<file path="config.mk">
export PLATFORM = sky130hd
export DESIGN_NAME = div_error_accumulator
export DESIGN_NICKNAME = d
export VERILOG_FILES = /design/src/rtl/div_error_accumulator_pkg.sv /design/src/rtl/div_error_accumulator_div.sv /design/src/rtl/div_error_accumulator.sv
export SDC_FILE = /design/constraint.sdc
export NUM_CORES = 1
export LEC_CHECK = 0
export BUFFER_PORTS_ARGS = -buffer_cell sky130_fd_sc_hd__buf_2
export CAP_MARGIN = 15
export CORE_MARGIN = 3
export CORE_UTILIZATION = 65
export DETAILED_ROUTE_END_ITERATION = 8
export GPL_TIMING_DRIVEN = 0
export PLACE_DENSITY = 0.88
export SYNTH_ARGS = -nofsm -noshare
export SYNTH_HDL_FRONTEND = slang
export SYNTH_SLANG_ARGS = --single-unit
</file>
<file path="constraint.sdc">
create_clock -name clk -period 7.66 [get_ports clk]
set_input_delay 1.532 -clock clk [delete_from_list [all_inputs] [get_ports clk]]
set_output_delay 1.532 -clock clk [all_outputs]
set_load 0.05 [all_outputs]
</file>
<file path="src/rtl/div_error_accumulator_pkg.sv">
// div_error_accumulator_pkg: shared state enum, divider widths and sizing helpers.
package div_error_accumulator_pkg;
  typedef enum logic [1:0] {IDLE, DIV, ACC} state_t;
  localparam int N_W = 16;
  localparam int D_W = 8;
  function automatic int sum_w(input int n_samples);
    return D_W + $clog2(n_samples);
  endfunction
  function automatic logic [8:0] abs_diff(input logic [7:0] a, input logic [7:0] b);
    logic [8:0] x;
    logic [8:0] y;
    x = {1'b0, a};
    y = {1'b0, b};
    return x >= y ? x - y : y - x;
  endfunction
endpackage

</file>
<file path="src/rtl/div_error_accumulator_div.sv">
// div_restoring_seq: 8-cycle MSB-first restoring divider for n[15:0] / d[7:0] without quotient overflow.
module div_restoring_seq
  import div_error_accumulator_pkg::*;
(
  input  logic           clk,
  input  logic           rst,
  input  logic           start,
  input  logic [N_W-1:0] n,
  input  logic [D_W-1:0] d,
  output logic           done,
  output logic [7:0]     q_exact,
  output logic [7:0]     r_exact
);
  logic [8:0] rem;
  logic [7:0] lo, dv, q;
  logic [2:0] cnt;
  logic busy;
  logic [9:0] t;
  logic take;
  assign t = {rem, lo[7]};
  assign take = t >= {2'b0, dv};
  assign done = busy && cnt == 3'd7;
  assign q_exact = q;
  assign r_exact = 8'(rem);
  always_ff @(posedge clk) begin
    if (rst) begin
      rem <= '0;
      lo <= '0;
      dv <= '0;
      q <= '0;
      cnt <= '0;
      busy <= 1'b0;
    end else if (start) begin
      rem <= {1'b0, n[15:8]};
      lo <= n[7:0];
      dv <= d;
      q <= '0;
      cnt <= '0;
      busy <= 1'b1;
    end else if (busy) begin
      rem <= 9'(take ? t - {2'b0, dv} : t);
      lo <= {lo[6:0], 1'b0};
      q <= {q[6:0], take};
      cnt <= cnt + 3'd1;
      busy <= cnt != 3'd7;
    end
  end
endmodule

</file>
<file path="src/rtl/div_error_accumulator.sv">
// div_error_accumulator: compares an approximate divider's quotient/remainder against an exact
// sequential divider and reports per-batch error statistics.
module div_error_accumulator
  import div_error_accumulator_pkg::*;
#(
  parameter int N_SAMPLES = 256,
  parameter int SUM_W = sum_w(N_SAMPLES)
) (
  input  logic                           clk,
  input  logic                           rst,
  input  logic                           in_valid,
  output logic                           in_ready,
  input  logic [N_W-1:0]                 n,
  input  logic [D_W-1:0]                 d,
  input  logic [7:0]                     q_apx,
  input  logic [7:0]                     r_apx,
  output logic                           res_valid,
  output logic [SUM_W-1:0]               sum_q_err,
  output logic [SUM_W-1:0]               sum_r_err,
  output logic [7:0]                     max_q_err,
  output logic [$clog2(N_SAMPLES):0]     mis_count,
  output logic [$clog2(N_SAMPLES):0]     ovf_count
);
  localparam int CNT_W = $clog2(N_SAMPLES) + 1;
  localparam logic [CNT_W-1:0] LAST = CNT_W'(N_SAMPLES - 1);
  state_t state, state_nxt;
  logic accept, ovf_in, ovf_r, div_done, last;
  logic [7:0] q_apx_r, r_apx_r, q_exact, r_exact, acc_max, nxt_max;
  logic [8:0] q_err, r_err;
  logic [SUM_W-1:0] acc_sq, acc_sr, nxt_sq, nxt_sr;
  logic [CNT_W-1:0] acc_mis, acc_ovf, nxt_mis, nxt_ovf, batch_cnt;
  assign in_ready = state == IDLE;
  assign accept = in_valid && in_ready;
  // Such samples would need a quotient wider than 8 bits, so they bypass the divider.
  assign ovf_in = d == '0 || n[15:8] >= d;
  assign last = batch_cnt == LAST;
  div_restoring_seq u_div (
    .clk(clk),
    .rst(rst),
    .start(accept && !ovf_in),
    .n(n),
    .d(d),
    .done(div_done),
    .q_exact(q_exact),
    .r_exact(r_exact)
  );
  always_comb begin
    state_nxt = state;
    case (state)
      IDLE: state_nxt = accept ? (ovf_in ? ACC : DIV) : IDLE;
      DIV: state_nxt = div_done ? ACC : DIV;
      default: state_nxt = IDLE;
    endcase
  end
  always_comb begin
    q_err = abs_diff(q_exact, q_apx_r);
    r_err = abs_diff(r_exact, r_apx_r);
    nxt_sq = acc_sq + (ovf_r ? '0 : SUM_W'(q_err));
    nxt_sr = acc_sr + (ovf_r ? '0 : SUM_W'(r_err));
    nxt_max = (!ovf_r && q_err > {1'b0, acc_max}) ? 8'(q_err) : acc_max;
    nxt_mis = acc_mis + CNT_W'(!ovf_r && q_exact != q_apx_r);
    nxt_ovf = acc_ovf + CNT_W'(ovf_r);
  end
  always_ff @(posedge clk) begin
    if (rst) begin
      state <= IDLE;
      ovf_r <= 1'b0;
      q_apx_r <= '0;
      r_apx_r <= '0;
      batch_cnt <= '0;
      acc_sq <= '0;
      acc_sr <= '0;
      acc_max <= '0;
      acc_mis <= '0;
      acc_ovf <= '0;
      res_valid <= 1'b0;
      sum_q_err <= '0;
      sum_r_err <= '0;
      max_q_err <= '0;
      mis_count <= '0;
      ovf_count <= '0;
    end else begin
      state <= state_nxt;
      res_valid <= state == ACC && last;
      if (accept) begin
        ovf_r <= ovf_in;
        q_apx_r <= q_apx;
        r_apx_r <= r_apx;
      end
      if (state == ACC) begin
        batch_cnt <= last ? '0 : batch_cnt + CNT_W'(1);
        acc_sq <= last ? '0 : nxt_sq;
        acc_sr <= last ? '0 : nxt_sr;
        acc_max <= last ? '0 : nxt_max;
        acc_mis <= last ? '0 : nxt_mis;
        acc_ovf <= last ? '0 : nxt_ovf;
        if (last) begin
          sum_q_err <= nxt_sq;
          sum_r_err <= nxt_sr;
          max_q_err <= nxt_max;
          mis_count <= nxt_mis;
          ovf_count <= nxt_ovf;
        end
      end
    end
  end
endmodule
</file>
==> flow_metrics.tcl <==
set metrics [dict create \
    antenna_found_initial 0 \
    tns_ns 0 \
    ys.flop_type "dfxtp_1" \
    placed_cells 1637 \
    fin_area_sq_mm 0.0120 \
    cap_viol_max_count 0 \
    final_util_pct 75.1 \
    nets 1571 \
    cts_made_buffers 17 \
    gp_congestion 0.981 \
    placementRows 46 \
    cts_root_buffer "clkbuf_16" \
    netSwitchingFraction_pct 35.5 \
    clk_pin_slew_ns 0.07 \
    grt_overflow_total 0 \
    outcome "completed" \
    die_height_microns 134 \
    final_common_cell "dfxtp_1" \
    fin_crit_sh_pct 64.0 \
    syn_area_sq_mm 0.0106 \
    die_area_sq_mm 0.0179 \
    peakVddDrop_mv 0.212 \
    syn_inst 1319 \
    finalCriticalPeriod_ns 4.91 \
    p_leak_uw 0.00480 \
    boundaryPins 103 \
    cp_data_arrival_time_ns 5.24 \
    design.core.area_sq_mm 0.0159 \
    wl_per_cell_microns 17.2 \
    grt_pass1_wl_microns 46500 \
    clk_path_buf_depth 2 \
    initial_core_util_pct 66.7 \
    power_frac_seq_pct 36.2 \
    synth_edf_count 0 \
    hpwl_microns 21000 \
    power.internal_uw 1810 \
    relSlewSlack_pct 49.2 \
    synth_cell_types 76 \
    ctsResizeCount 0 \
    ctsHoldBuffers 0 \
    die_x_microns 134 \
    critical_path.slowest_cell "a211oi_4" \
    post_cts_buffers 0 \
    critPathMaxStageDelay_ns 0.46 \
    drv_slew 0 \
    startpoint_type "flip-flop" \
    yosysSeqAreaShare_pct 34.3 \
    setup_viol_count_final 0 \
    critPathRequiredTime_ns 7.99 \
    cellPowerDensity_mw_per_mm2 234 \
    drc 0 \
    ant_nets 0 \
    synth-seq-cells 182 \
    syn_area_per_cell_sq_um 8.06 \
    cts_max_level 4 \
    instances_no_fill 1669 \
    grt_pass1_vias 9476 \
    drive_above_1_share_pct 13.0 \
    cts_tree "built" \
    crit_type "flip-flop to flip-flop" \
    worstMarginPinSlew_ns 0.762 \
    dpl-instance-area_sq_mm 0.0114 \
    dr.pass1.iters 6 \
    grt_max_degree 17 \
    cp_cell_sequence "inv_1 -> ha_1 -> nand2b_1 -> a21oi_1 -> o21ai_1 -> a21oi_4 -> nor2_1 -> a2111oi_2 -> xor2_1 -> inv_1 -> ha_1 -> a2111oi_2 -> a21oi_1 -> o311a_1 -> a211oi_4 -> nor3_2 -> a22o_1" \
    via_count 10036 \
    p_switching_uw 993 \
    worstPathMaxFanout 9 \
    fmax_ghz 0.204 \
    final_cell_mix "dfxtp_1, nand2_1, nor2_1, a21oi_1, buf_2" \
    fin_skew_ns 0.00849 \
    via_per_inst 6.01 \
    finalHoldViolCount 0 \
    grtUsageTotal_pct 31.9 \
    synth_warnings 0 \
    hold_path_class "flip-flop to flip-flop" \
    synth_nets 1450 \
    rsz0062_at_grt "false" \
    clkSinkCount 182 \
    syn_to_final_growth_pct 12.7 \
    p_clk_share_pct 30.5 \
    crit_path_end_kind "flip-flop" \
    numPortBuffers 102 \
    async_flop_share_pct 0 \
    drt_iter0_drc 934 \
    p_comb_share_pct 33.3 \
    antenna_cells 0 \
    wl_microns 28700 \
    clk_latency_ns 0.44 \
]
-- power by group through the flow --
| stage | combinational [uW] | clock (uW) | sequential, uW |
|---|---|---|---|
| after global placement | 876 | 0 | 1030 |
| final | 934 | 854 | 1010 |
| after detailed placement | 901 | 0 | 1030 |
| after CTS | 915 | 854 | 1010 |
| after floorplan | 703 | 0 | 1020 |
| after global routing | 1030 | 890 | 1020 |
-- kinds of logic (layout without fill, tap and decap cells) --
group / Yosys count / in the layout / share of synthesized area (%)
XOR/XNOR: 63 / 63 / 5.26
AO/OA/AOI/OAI: 350 / 350 / 21.6
multiplexers: 25 / 25 / 2.42
AND/OR/NAND/NOR: 465 / 465 / 19.9
buffers and inverters: 146 / 280 / 5.67
adder cells (fa/ha/maj): 88 / 88 / 10.9
flip-flops: 182 / 182 / 34.3
-- per-layer routing --
| layer | GRT usage (%) | wire length (microns) |
|---|---|---|
| met3 | 5.55 | 2120 |
| met1 | 40.2 | 11900 |
| met4 | 14.2 | 998 |
| met2 | 53.7 | 13600 |
| met5 | 0 | 0 |
-- final cells by class --
type	count	area, sq um
Buffer	74	333
Tap cell	216	270
Sequential cell	182	3640
Inverter	72	270
Clock inverter	13	121
Clock buffer	19	443
Multi-Input combinational cell	991	6380
Fill cell	1248	3970
Timing Repair Buffer	102	510
-- worst max-delay path: cells and delay by family, from the launching register on --
| family | cells | cell delay (ns) |
|---|---|---|
| and+or+nand+nor | 3 | 0.48 |
| AOI/OAI and AO/OA | 9 | 2.66 |
| adders and majority gates | 2 | 0.74 |
| buffers and inverters | 2 | 0.15 |
| DFF | 1 | 0.39 |
| xor gates and xnor gates | 1 | 0.38 |
-- sequential cells by signal, indices dropped and copies added (netlist names), 2 cells and up --
register       cells
sum_r_err         16
ovf_count          9
mis_count          9
state              2
batch_cnt          9
q_apx_r            8
u_div.dv           8
acc_mis            9
acc_max            8
u_div.lo           8
sum_q_err         16
acc_ovf            9
max_q_err          8
acc_sr            16
u_div.rem          9
u_div.cnt          3
r_apx_r            8
acc_sq            16
u_div.q_exact      8
-- synthesized netlist by cell type (8+ instances only) --
cell type	count	area (sq um)
nand2_1	177	664
buf_2	16	80.1
a21o_1	15	113
a21oi_1	132	661
xnor2_1	34	298
nor3_1	25	125
a22o_1	8	70.1
or3_1	16	100
ha_1	81	1010
a22oi_1	16	120
o211ai_1	19	143
a211oi_1	43	323
inv_1	72	270
o21ai_0	50	250
xor2_1	28	245
nor2b_1	25	156
nand2b_1	14	87.6
and3_1	15	93.8
nand3_1	23	115
clkbuf_1	48	180
a31oi_1	10	62.6
dfxtp_1	182	3640
nor2_1	132	495
mux2i_1	22	220
nand3b_1	12	90.1
-- metrics by stage --
step	setup WS, ns	hold slack, ns	total power [uW]
global placement	3.02	0.433	1910
finish	2.75	0.454	2800
global route	2.54	0.469	2940
detailed placement	2.85	0.444	1940
CTS	2.83	0.454	2780
floorplan	3.58	0.420	1730
-- worst paths after layout --
| kind | from | endpoint | slack (ns) | cells after the start |
|---|---|---|---|---|
| worst min-delay path | sum_q_err[0]$_SDFFE_PP0P_ | sum_q_err[0]$_SDFFE_PP0P_ | 0.45 | 2 |
| worst max-delay path | q_apx_r[0]$_SDFFE_PP0P_ | acc_max[1]$_SDFFE_PP0N_ | 2.75 | 17 |
| worst max register to register | q_apx_r[0]$_SDFFE_PP0P_ | acc_max[1]$_SDFFE_PP0N_ | 2.75 | 17 |
| worst min register to register | sum_q_err[0]$_SDFFE_PP0P_ | sum_q_err[0]$_SDFFE_PP0P_ | 0.45 | 2 |
Note: power is estimated with default switching activity, not from simulation.
